## config.mk

```make
export PLATFORM = sky130hd
export DESIGN_NAME = buzzer_tone_gen
export DESIGN_NICKNAME = d
export VERILOG_FILES = /design/src/rtl/buzzer_tone_gen.sv
export SDC_FILE = /design/constraint.sdc
export NUM_CORES = 1
export LEC_CHECK = 0
export ABC_AREA = 1
export CORE_MARGIN = 3
export CORE_UTILIZATION = 50
export CTS_BUF_LIST = sky130_fd_sc_hd__clkbuf_16
export CTS_CLUSTER_SIZE = 40
export DETAILED_ROUTE_END_ITERATION = 8
export PLACE_DENSITY = 0.73
export SYNTH_ARGS = -nofsm -noshare
export SYNTH_HDL_FRONTEND = slang
export SYNTH_SLANG_ARGS = --single-unit
```

## constraint.sdc

```tcl
create_clock -name clk -period 2.6 [get_ports clk]
set_clock_uncertainty 0.2 [all_clocks]
set_input_delay 0.39 -clock clk [delete_from_list [all_inputs] [get_ports clk]]
set_output_delay 0.39 -clock clk [all_outputs]
set_load 0.005 [all_outputs]
```

## src/rtl/buzzer_tone_gen.sv

```systemverilog
// buzzer_tone_gen: 50 % duty square-wave tone generator for the passive buzzer.
// A note code selects a half-period from an elaboration-time table. Pitch
// changes and note-offs land only on half-period boundaries, except when the
// wave is already low, where a stop may take effect at once.
//
// Ports:
//   clk     - system clock, rising edge
//   rst     - synchronous active-high reset
//   key_on  - request to sound the note on key
//   key     - note code: 1-7 = C4..B4, 8-14 = C5..B5, 0/15 = rest
//   speaker - registered square wave to the buzzer
//   playing - registered, high while a tone is generated
//   cur_key - registered note code currently sounding, 0 when idle
module buzzer_tone_gen #(
   parameter int unsigned CLK_HZ = 100_000_000
) (
   input  logic       clk,
   input  logic       rst,
   input  logic       key_on,
   input  logic [3:0] key,
   output logic       speaker,
   output logic       playing,
   output logic [3:0] cur_key
);

   localparam int unsigned CNT_W = 20;
   localparam int unsigned KEY_W = 4;
   localparam int unsigned N_KEY = 16;

   typedef logic [CNT_W-1:0] cnt_t;
   typedef cnt_t [N_KEY-1:0] tab_t;

   typedef enum logic {
      IDLE = 1'b0,
      PLAY = 1'b1
   } state_t;

   // Half-period per note code; rest codes get 0 and are never looked up.
   function automatic tab_t build_tab();
      tab_t        tab;
      int unsigned f;
      for (int k = 0; k < int'(N_KEY); k++) begin
         case (k)
            1:       f = 262;
            2:       f = 294;
            3:       f = 330;
            4:       f = 349;
            5:       f = 392;
            6:       f = 440;
            7:       f = 494;
            8:       f = 523;
            9:       f = 587;
            10:      f = 659;
            11:      f = 698;
            12:      f = 784;
            13:      f = 880;
            14:      f = 988;
            default: f = 0;
         endcase
         tab[k] = (f == 0) ? '0 : CNT_W'(CLK_HZ / (2 * f));
      end
      return tab;
   endfunction

   localparam tab_t H_TAB = build_tab();

   state_t             state_q, state_d;
   logic               speaker_d, playing_d;
   logic [KEY_W-1:0]   cur_key_d;
   cnt_t               cnt_q, cnt_d;
   logic               valid_c;
   logic               terminal_c;

   assign valid_c    = key_on && (key != 4'd0) && (key != 4'd15);
   assign terminal_c = (cnt_q == H_TAB[cur_key] - CNT_W'(1));

   // State and output registers.
   always_ff @(posedge clk) begin
      if (rst) begin
         state_q <= IDLE;
         speaker <= 1'b0;
         playing <= 1'b0;
         cur_key <= '0;
         cnt_q   <= '0;
      end else begin
         state_q <= state_d;
         speaker <= speaker_d;
         playing <= playing_d;
         cur_key <= cur_key_d;
         cnt_q   <= cnt_d;
      end
   end

   // Next-state and next-output logic.
   always_comb begin
      state_d   = state_q;
      speaker_d = speaker;
      playing_d = playing;
      cur_key_d = cur_key;
      cnt_d     = cnt_q;

      case (state_q)
         IDLE: begin
            speaker_d = 1'b0;
            playing_d = 1'b0;
            cur_key_d = '0;
            cnt_d     = '0;
            if (valid_c) begin
               state_d   = PLAY;
               speaker_d = 1'b1;
               playing_d = 1'b1;
               cur_key_d = key;
            end
         end

         PLAY: begin
            if (terminal_c) begin
               // Half-period done: keep going with a freshly sampled key, or stop.
               if (valid_c) begin
                  speaker_d = ~speaker;
                  cur_key_d = key;
                  cnt_d     = '0;
               end else begin
                  state_d   = IDLE;
                  speaker_d = 1'b0;
                  playing_d = 1'b0;
                  cur_key_d = '0;
                  cnt_d     = '0;
               end
            end else if (!speaker && !valid_c) begin
               // Wave already low: stopping now cannot create a runt pulse.
               state_d   = IDLE;
               playing_d = 1'b0;
               cur_key_d = '0;
               cnt_d     = '0;
            end else begin
               cnt_d = cnt_q + CNT_W'(1);
            end
         end

         default: begin
            state_d   = IDLE;
            speaker_d = 1'b0;
            playing_d = 1'b0;
            cur_key_d = '0;
            cnt_d     = '0;
         end
      endcase
   end

endmodule
```

== After elaboration in Yosys (flattened, before gate mapping) ==
Memories as Yosys holds them, arrays and structs flattened. A register that Yosys moved wholly into a read port is not among the register bits.
Cells that the tools add are included.

* Register bits: 27
* Bits in latches: 0
* Bits in writable memories: 0
* Memory bits (read-only): 320
* Input port bits: 7
* Word-level logic and storage cells: 44
* Memories: 1

{| class="wikitable"
|+ Memories
! name !! depth !! bits a word !! rd ports !! clocked after Yosys merged registers in !! wr ports !! RTL line !! text
|-
| (no name shown) || 16 || 20 || 1 || 1 || 0 || 75 || <nowiki>assign terminal_c = (cnt_q == H_TAB[cur_key] - CNT_W'(1));</nowiki>
|}

* Add/sub/neg operators: 2
* Multipliers: 0
* Div/mod/pow operators: 0
* Order comparisons: 1
* Equal/unequal tests: 5
* Shifts and indexed selects: 0
* Mux-type cells: 21
* Bitwise operators: 2
* Reduce and logical (&&, ||, !) cells: 7

{| class="wikitable"
|+ Operators with widths
! cell !! number
|-
| two-way mux 20 bit || 3
|-
| one-hot mux 20 bit (2 select lines) || 1
|-
| adder 20 x 1 -> 20 bit (second input constant) || 1
|-
| equality test 20 bit || 1
|-
| two-way mux 4 bit || 5
|-
| subtractor 20 x 1 -> 20 bit (second input constant) || 1
|-
| two-way mux 1 bit || 8
|-
| one-hot mux 4 bit (2 select lines) || 1
|-
| one-hot mux 1 bit (2 select lines) || 3
|-
| less-than comparator 4 x 5 -> 1 bit (second input constant) || 1
|-
| inequality test 4 bit (second input constant) || 1
|-
| nonzero test 4 bit || 1
|-
| logical AND 1 bit || 3
|-
| inequality test 3 x 1 -> 1 bit (second input constant) || 1
|-
| inequality test 3 bit (second input constant) || 1
|-
| zero test 1 bit || 2
|-
| inequality test 2 x 1 -> 1 bit (second input constant) || 1
|-
| NOT 1 bit || 2
|-
| AND reduction 2 bit || 1
|}

== Longest topological paths before layout ==
Gate-level depths: netlist (run 1).

* Depth after elaboration: 10
* Gate-level depth with buffers: 25
* Depth with buffers taken out: 25

== Worst setup path after synthesis (run 1) ==
OpenSTA, ideal clock, no wires.

* Path kind: flip-flop to flip-flop
* From: reg (tool-made name)
* To: reg (tool-made name)
* Arrival time: 2.561 ns
* Slack: -0.274 ns
* Stages on the path, launching flop included: 25
* Path buffers: 0
* Period minus slack after synthesis: 2.874 ns
* Path through: dfxtp_1 -> inv_1 -> ha_1 -> nand2_1 -> inv_1 -> nor2_1 -> nand2_1 -> nor2_1 -> nand2_1 -> nor2_1 -> nand2_1 -> nor2_1 -> nand2_1 -> nor2_1 -> nand2_2 -> nand2_4 -> nand2_1 -> nand2_1 -> nand2_2 -> ha_1 -> or2_2 -> nand2_1 -> nand2_1 -> nand2_1 -> nand2_1

==> flow_metrics.py, run 1 <==
metrics = {
    "outcome": {
        "status": "finished with violations",
        "violations": "setup timing",
    },
    "logic_synthesis": {
        "synthTopCellsByCount": "nand2_1 (173), nor2_1 (62), inv_1 (60)",
        "yosysSeqAreaShare": 0.288,
        "syn_inst": 515,
        "syn_area_sq_mm": 0.00313,
        "async_flop_share": 0,
        "synth_cell_type_count": 31,
        "yosysMostFrequentCell": "nand2_1",
        "yosys_warnings": 0,
        "ys.flop_type": "dfxtp_1",
        "synth_edf_count": 0,
        "syn-mean-instance-area_sq_um": 6.08,
        "synth_nets": 529,
        "yosysTopAreaCell": "dfxtp_1",
        "synth-seq-cells": 45,
        "synth_top_area_frac": 0.288,
        "synth_area_leaders": "dfxtp_1 (29%), nand2_1 (21%), nand3_1 (9.4%)",
    },
    "cells_and_area": {
        "final_nets": 632,
        "fill_cells": 467,
        "fin_area_sq_mm": 0.00447,
        "diodes": 0,
        "drive_gt1_frac": 0.297,
        "instances_no_fill": 694,
        "area_growth_pct": 42.9,
    },
    "pwr": {
        "leakagePower_uw": 0.00219,
        "ir_drop_mv": 0.293,
        "cellPowerDensity_mw_per_mm2": 508,
    },
    "worst_setup_path": {
        "ff2ff_setup_slack_ps": -410,
        "worst-path-max-fanout": 6,
        "critical_path_class": "register to register",
        "crit_required_ps": 2580,
        "crit_path_end_kind": "register",
        "arrival_ps": 2990,
        "crit_path_start_kind": "register",
    },
    "clock_network": {
        "htreeDepth": 2,
        "path_clk_slew_ps": 60,
        "tritoncts": "built",
        "ctsHoldBuffers": 0,
        "clk_path_buf_depth": 2,
        "cts_sinks": 45,
        "cts_made_buffers": 5,
        "clk_latency_ps": 290,
        "root_buffer": "clkbuf_16",
    },
    "run": {
        "maxCapViolCount": 0,
    },
    "placed_design": {
        "numPortBuffers": 12,
        "dpl.hpwl_um": 6790,
        "placed_area_sq_mm": 0.00398,
        "place_inst": 674,
        "routabilityCongestion": 0.940,
    },
    "floorplanning": {
        "die_y_um": 85.1,
        "core-area_sq_mm": 0.00599,
        "io_pins": 13,
        "rows": 28,
        "fp.dieW_um": 85.1,
        "die_area_sq_mm": 0.00725,
        "start_util": 0.523,
    },
    "global_routing": {
        "grt_pass1_vias": 3442,
        "overflow": 0,
        "grt_start_max_net_pins": 21,
        "grt_antenna_before_repair": 0,
        "grt_pass1_wl_um": 15400,
        "grt_usage": 0.258,
    },
    "sta": {
        "grt_setup_unrepaired": "yes",
        "worstMarginPinSlew_ps": 452,
        "finalMaxSlewViolations": 0,
        "slew_headroom": 0.696,
        "fin_tns_setup_ps": -5880,
        "clock.fmax_mhz": 332,
        "setup_slack_ps": -412,
        "period_minus_slack_ps": 3010,
        "hold_violations": 0,
        "period_share": 1.16,
        "setup_viol": 20,
    },
    "routing": {
        "vias": 3654,
        "wl_per_cell_um": 13.6,
        "via_per_inst": 5.27,
        "route.detailed.drc": 0,
        "drtPass1Iterations": 5,
        "wl_um": 9470,
        "drtIter0Drc": 256,
        "drtAntennaViolNets": 0,
    },
    "worst_hold_path": {
        "worstHoldPathType": "register to register",
    },
}
## critical path: stages, from the launching register on
cell	delay [ps]
dfxtp_2	360
nor2_4	150
nand2_2	120
nor2_4	180
nand2_1	100
nand2_1	90
nand2_1	90
nand2_2	80
nand2_1	60
nor2_1	130
nand2_1	90
nor2_2	170
nand2_4	100
nand2_4	90
nand2_2	50
nand2_2	90
nand2_4	100
ha_4	190
or2_4	250
nand2_2	70
nand2_1	50
nand2_1	50
nand2_1	50
## layout by cell type, fill, tap and decap left out, types with 10 or more instances in the layout
master / count
nand2_4: 12
nor2_1: 53
nor2_2: 11
buf_4: 84
inv_1: 53
dfxtp_1: 40
nand4_1: 14
nand2_1: 158
nand3_1: 53
clkdlybuf4s50_1: 12
nand2_2: 19
xor2_1: 10
## logic make-up after synthesis
kind of cell             share of synthesized area
AO/OA/AOI/OAI                               0.0392
AND/OR/NAND/NOR                              0.510
adder cells (fa/ha/maj)                     0.0280
flip-flops                                   0.288
XOR/XNOR                                    0.0392
buffers and inverters                       0.0959
## metal layers
metal  vias to the layer above  wire length, um  GRT usage
met5                         -                0          0
met4                         0              248     0.0604
met3                        25              491     0.0301
met2                       126             4790      0.476
met1                      1655             3950      0.316
li1                       1848                -          -
## what timing repair did
action / in CTS / in global routing
setup endpoints to repair: 21 / 41
cloned: 2 / 1
gates resized for setup: 23 / 39
setup buffers: 5 / 4
pin swaps: 12 / 21
## through the flow
| stage | power [uW] | worst slack [ps] | utilization | hold slack (ps) |
|---|---|---|---|---|
| 2_1_floorplan | 1170 | -71.0 | - | 252 |
| 3_3_place_gp | 1420 | -274 | 0.664 | 249 |
| 3_5_place_dp | 1440 | -397 | 0.664 | 253 |
| 4_1_cts | 2200 | -251 | 0.714 | 267 |
| 5_1_grt | 2390 | -523 | 0.747 | 287 |
| 6_report | 2270 | -412 | 0.747 | 263 |
## power breakdown
part	switching, uW	internal [uW]
logic	439	353
registers	39.7	724
clock network	268	450
total	747	1530
## final timing paths
path                               start        to  cells after the start
worst min-delay path             playing   playing                      1
worst max register to register  register  register                     22
worst max-delay path            register  register                     22
worst min register to register   playing   playing                      1
## cell type report
cell class	count	area, sq um	share of cell area
Multi-Input combinational cell	401	2220	0.496
Sequential cell	45	907	0.203
Timing Repair Buffer	102	841	0.188
Inverter	63	249	0.0556
Clock buffer	5	125	0.0280
Tap cell	75	93.8	0.0210
Clock inverter	3	41.3	0.00923
Power figures use the tool's default switching activity.
==> inputs of run 2 (changes only) <==
--- a/config.mk
+++ b/config.mk
@@ -11,7 +11,7 @@
 export CTS_BUF_LIST = sky130_fd_sc_hd__clkbuf_16
 export CTS_CLUSTER_SIZE = 40
 export DETAILED_ROUTE_END_ITERATION = 8
-export PLACE_DENSITY = 0.73
+export PLACE_DENSITY = 0.71
 export SYNTH_ARGS = -nofsm -noshare
 export SYNTH_HDL_FRONTEND = slang
 export SYNTH_SLANG_ARGS = --single-unit
==> constraint.sdc (replaced) <==
create_clock -name clk -period 3.71 [get_ports clk]
set_clock_uncertainty 0.2 [all_clocks]
set_input_delay 0.5565 -clock clk [delete_from_list [all_inputs] [get_ports clk]]
set_output_delay 0.5565 -clock clk [all_outputs]
set_load 0.005 [all_outputs]
==> flow_metrics.py, run 2 (synthesis gave the netlist of run 1 again) <==
metrics = {
    "outcome": {
        "status": "completed",
    },
    "worst_setup_path": {
        "crit_required_ps": 3690,
        "crit_path_start_kind": "register",
        "critical_path_class": "register to register",
        "crit_path_end_kind": "register",
        "worst-path-max-fanout": 7,
        "r2r_cells": 23,
        "ff2ff_setup_slack_ps": 390,
        "arrival_ps": 3300,
    },
    "clock_network": {
        "path_clk_slew_ps": 60,
        "clk_latency_ps": 290,
        "htreeDepth": 2,
        "cts_made_buffers": 5,
        "cts_sinks": 45,
        "root_buffer": "clkbuf_16",
        "clk_path_buf_depth": 2,
        "tritoncts": "built",
        "postCtsSetupBuffers": 0,
        "cts-resized-gates": 0,
        "ctsHoldBuffers": 0,
    },
    "global_routing": {
        "overflow": 0,
        "use_met2": 0.349,
        "grt_pass1_wl_um": 12700,
        "met1_usage": 0.276,
        "grtUsageMet3": 0.0379,
        "grt_pass1_vias": 2882,
        "busiest_layer": "met2",
        "grt_start_max_net_pins": 21,
        "grt_antenna_before_repair": 0,
        "grt_usage": 0.213,
    },
    "cells_and_area": {
        "final_nets": 542,
        "final_common_cell": "nand2_1",
        "final_core_util": 0.579,
        "drive_gt1_frac": 0.0718,
        "layout_common_cells": "nand2_1 (173), nor2_1 (62), inv_1 (61)",
        "diodes": 0,
        "area_growth_pct": 10.7,
        "instances_no_fill": 604,
    },
    "pwr": {
        "swShare": 0.316,
        "internal_power_uw": 942,
        "ir_drop_mv": 0.199,
        "power.switching_uw": 436,
        "leakagePower_uw": 0.00168,
        "cellPowerDensity_mw_per_mm2": 397,
        "clkPwrFrac": 0.365,
        "p_comb_frac": 0.247,
        "power_frac_seq": 0.387,
    },
    "routing": {
        "drtAntennaViolNets": 0,
        "wl_per_cell_um": 12.1,
        "drtPass1Iterations": 5,
        "vias": 3166,
        "route.detailed.drc": 0,
        "drtIter0Drc": 159,
        "via_per_inst": 5.24,
        "wl_um": 7330,
    },
    "worst_hold_path": {
        "hold_end": "playing",
        "min_from": "playing",
        "worstHoldPathType": "register to register",
        "worstHoldPathCells": 1,
    },
    "sta": {
        "fin_tns_setup_ps": 0,
        "clock.fmax_mhz": 301,
        "period_share": 0.894,
        "grt_setup_unrepaired": "no",
        "setup_slack_ps": 392,
        "finalMaxSlewViolations": 0,
        "hold_violations": 0,
        "slew_headroom": 0.736,
        "setup_viol": 0,
        "worstMarginPinSlew_ps": 393,
        "period_minus_slack_ps": 3320,
    },
    "run": {
        "maxCapViolCount": 0,
    },
    "placed_design": {
        "dpl.hpwl_um": 5710,
        "routabilityCongestion": 0.937,
        "numPortBuffers": 12,
        "place_inst": 596,
        "pre_cts_slack_ps": 282,
    },
    "floorplanning": {
        "io_pins": 13,
        "rows": 28,
        "die_area_sq_mm": 0.00725,
        "die_y_um": 85.1,
        "core-area_sq_mm": 0.00599,
        "fp.dieW_um": 85.1,
        "start_util": 0.523,
    },
}
[run 2: worst max-delay path: stages, from the launching register on]
cell     delay [ps]
dfxtp_1         310
inv_1           120
ha_1            270
nand2_2         120
nor2_4          210
nand2_1         100
nand2_1         100
nand2_1          50
nand2_1          50
nand2_1          60
nor2_1          100
nand2_1          60
nor2_2          100
nand2_2         130
nand2_4         130
nand2_1          60
nand2_1          90
nand2_2         120
ha_1            240
or2_2           310
nand2_1          90
nand2_1          60
nand2_1          60
nand2_1          50
[run 2: how the worst max path moves through the flow]
stage	depth (start not counted)	slack [ps]	from	to
after global routing	24	6	register	register
after CTS	23	400	register	register
after detailed placement	17	280	key[2]	register
after floorplan	24	840	register	register
final	23	390	register	register
after global placement	17	420	key[2]	register
[run 2: final cells by class]
| type | instances | area (sq um) |
|---|---|---|
| clock buffers | 5 | 125 |
| clock inverters | 3 | 42.5 |
| fillers | 591 | 2520 |
| inverters | 63 | 239 |
| multi-input cells | 399 | 1930 |
| flip-flops and latches | 45 | 901 |
| well taps | 75 | 93.8 |
| repair buffers | 14 | 135 |
[run 2: stage by stage]
step | hold slack, ps | total power, uW | area, sq um
2_1_floorplan | 252 | 810 | 3130
3_3_place_gp | 255 | 875 | 3300
3_5_place_dp | 253 | 881 | 3300
4_1_cts | 267 | 1380 | 3470
5_1_grt | 286 | 1460 | 3470
6_report | 263 | 1380 | 3470
[run 2: power groups by stage]
stage | Sequential [uW] | Clock [uW] | Combinational, uW
detailed placement | 544 | 0 | 337
global placement | 544 | 0 | 331
CTS | 533 | 511 | 340
global route | 538 | 535 | 386
finish | 533 | 503 | 341
floorplan | 535 | 0 | 275
[run 2: routing by layer]
metal  vias to the layer above  wire length [um]
li1                       1659                 -
met1                      1419              3460
met2                        78              3430
met3                        10               288
met4                         0               161
met5                         -                 0
==> inputs of run 3 (changes only) <==
--- a/config.mk
+++ b/config.mk
@@ -12,6 +12,7 @@
 export CTS_CLUSTER_SIZE = 40
 export DETAILED_ROUTE_END_ITERATION = 8
 export PLACE_DENSITY = 0.71
+export RECOVER_POWER = 25
 export SYNTH_ARGS = -nofsm -noshare
 export SYNTH_HDL_FRONTEND = slang
 export SYNTH_SLANG_ARGS = --single-unit
==> flow_metrics.py, run 3 (synthesis gave the netlist of run 1 again) <==
metrics = {
    "worst_setup_path": {
        "crit_required_ps": 3680,
        "crit_path_start_kind": "register",
        "worst-path-max-fanout": 20,
        "crit_path_end_kind": "register",
        "critical_path_class": "register to register",
        "arrival_ps": 3320,
        "r2r_cells": 17,
    },
    "sta": {
        "finalMaxSlewViolations": 0,
        "slew_headroom": 0.294,
        "period_share": 0.903,
        "grt_setup_unrepaired": "no",
        "fin_tns_setup_ps": 0,
        "hold_violations": 0,
        "clock.fmax_mhz": 299,
        "setup_slack_ps": 360,
        "worstMarginPinSlew_ps": 1060,
        "period_minus_slack_ps": 3350,
        "setup_viol": 0,
    },
    "routing": {
        "drtAntennaViolNets": 0,
        "drtPass1Iterations": 5,
        "via_per_inst": 5.23,
        "wl_um": 7310,
        "vias": 3160,
        "route.detailed.drc": 0,
        "wl_per_cell_um": 12.1,
        "drtIter0Drc": 169,
    },
    "clock_network": {
        "path_clk_slew_ps": 60,
        "clk_latency_ps": 290,
        "ctsHoldBuffers": 0,
        "cts_sinks": 45,
        "cts_made_buffers": 5,
        "htreeDepth": 2,
        "root_buffer": "clkbuf_16",
        "clk_path_buf_depth": 2,
        "tritoncts": "built",
        "cts-resized-gates": 0,
        "postCtsSetupBuffers": 0,
    },
    "placed_design": {
        "pre_cts_slack_ps": 282,
        "numPortBuffers": 12,
        "routabilityCongestion": 0.937,
        "dpl.hpwl_um": 5710,
    },
    "global_routing": {
        "grt_pass1_vias": 2882,
        "grt_start_max_net_pins": 21,
        "grt_pass1_wl_um": 12700,
        "grt_usage": 0.213,
        "grt_antenna_before_repair": 0,
        "overflow": 0,
    },
    "cells_and_area": {
        "final_core_util": 0.578,
        "layout_common_cells": "nand2_1 (173), nor2_1 (62), inv_1 (61)",
        "final_nets": 542,
        "diodes": 0,
        "drive_gt1_frac": 0.0699,
        "final_common_cell": "nand2_1",
        "area_growth_pct": 10.6,
    },
    "pwr": {
        "leakagePower_uw": 0.00169,
        "ir_drop_mv": 0.199,
        "cellPowerDensity_mw_per_mm2": 397,
        "p_total_uw": 1380,
    },
    "run": {
        "maxCapViolCount": 0,
    },
    "floorplanning": {
        "io_pins": 13,
        "fp.dieW_um": 85.1,
        "start_util": 0.523,
        "die_area_sq_mm": 0.00725,
        "die_y_um": 85.1,
        "rows": 28,
        "core-area_sq_mm": 0.00599,
    },
    "worst_hold_path": {
        "worstHoldPathCells": 1,
        "worstHoldPathType": "register to register",
    },
    "outcome": {
        "status": "completed",
    },
}
-- run 3: per-layer routing --
| metal | track usage | up-vias | wire (um) |
|---|---|---|---|
| met2 | 0.349 | 81 | 3400 |
| li1 | - | 1661 | - |
| met1 | 0.276 | 1408 | 3390 |
| met5 | 0 | - | 0 |
| met3 | 0.0379 | 10 | 354 |
| met4 | 0.0835 | 0 | 165 |
-- run 3: final cells by class --
class	count	area, sq um
Clock buffer	5	125
Clock inverter	3	42.5
Fill cell	593	2530
Inverter	63	239
Multi-Input combinational cell	399	1930
Sequential cell	45	901
Tap cell	75	93.8
Timing Repair Buffer	14	131
-- run 3: final timing paths --
| path | startpoint | end | slack, ps |
|---|---|---|---|
| setup reg to reg | register | cnt_q[8] | 360 |
| hold / removal | playing | playing | 260 |
| setup / recovery | register | cnt_q[8] | 360 |
| hold reg to reg | playing | playing | 260 |
-- run 3: metrics by stage --
step | cells | hold WS [ps] | instance area (sq um)
after floorplan | 515 | 252 | 3130
after global placement | 596 | 255 | 3300
after detailed placement | 596 | 253 | 3300
after CTS | 604 | 267 | 3470
after global routing | 604 | 282 | 3460
final | 604 | 258 | 3460
-- run 3: power breakdown --
group | internal, uW | switching [uW]
logic | 117 | 221
registers | 506 | 26.7
clock network | 316 | 187
total | 940 | 435
-- run 3: worst max-delay path, cell delays in order, from the launching register on --
cell,delay (ps)
dfxtp_1,310
inv_1,120
ha_1,260
nand2_2,120
nor2_4,210
nand2_1,110
nand2_1,110
nand2_1,60
nand2_1,70
nand2_1,50
nor2_1,80
nand2_1,60
nor2_1,130
nand3_1,150
nand3_1,110
clkbuf_1,790
o21bai_1,220
a21oi_1,50
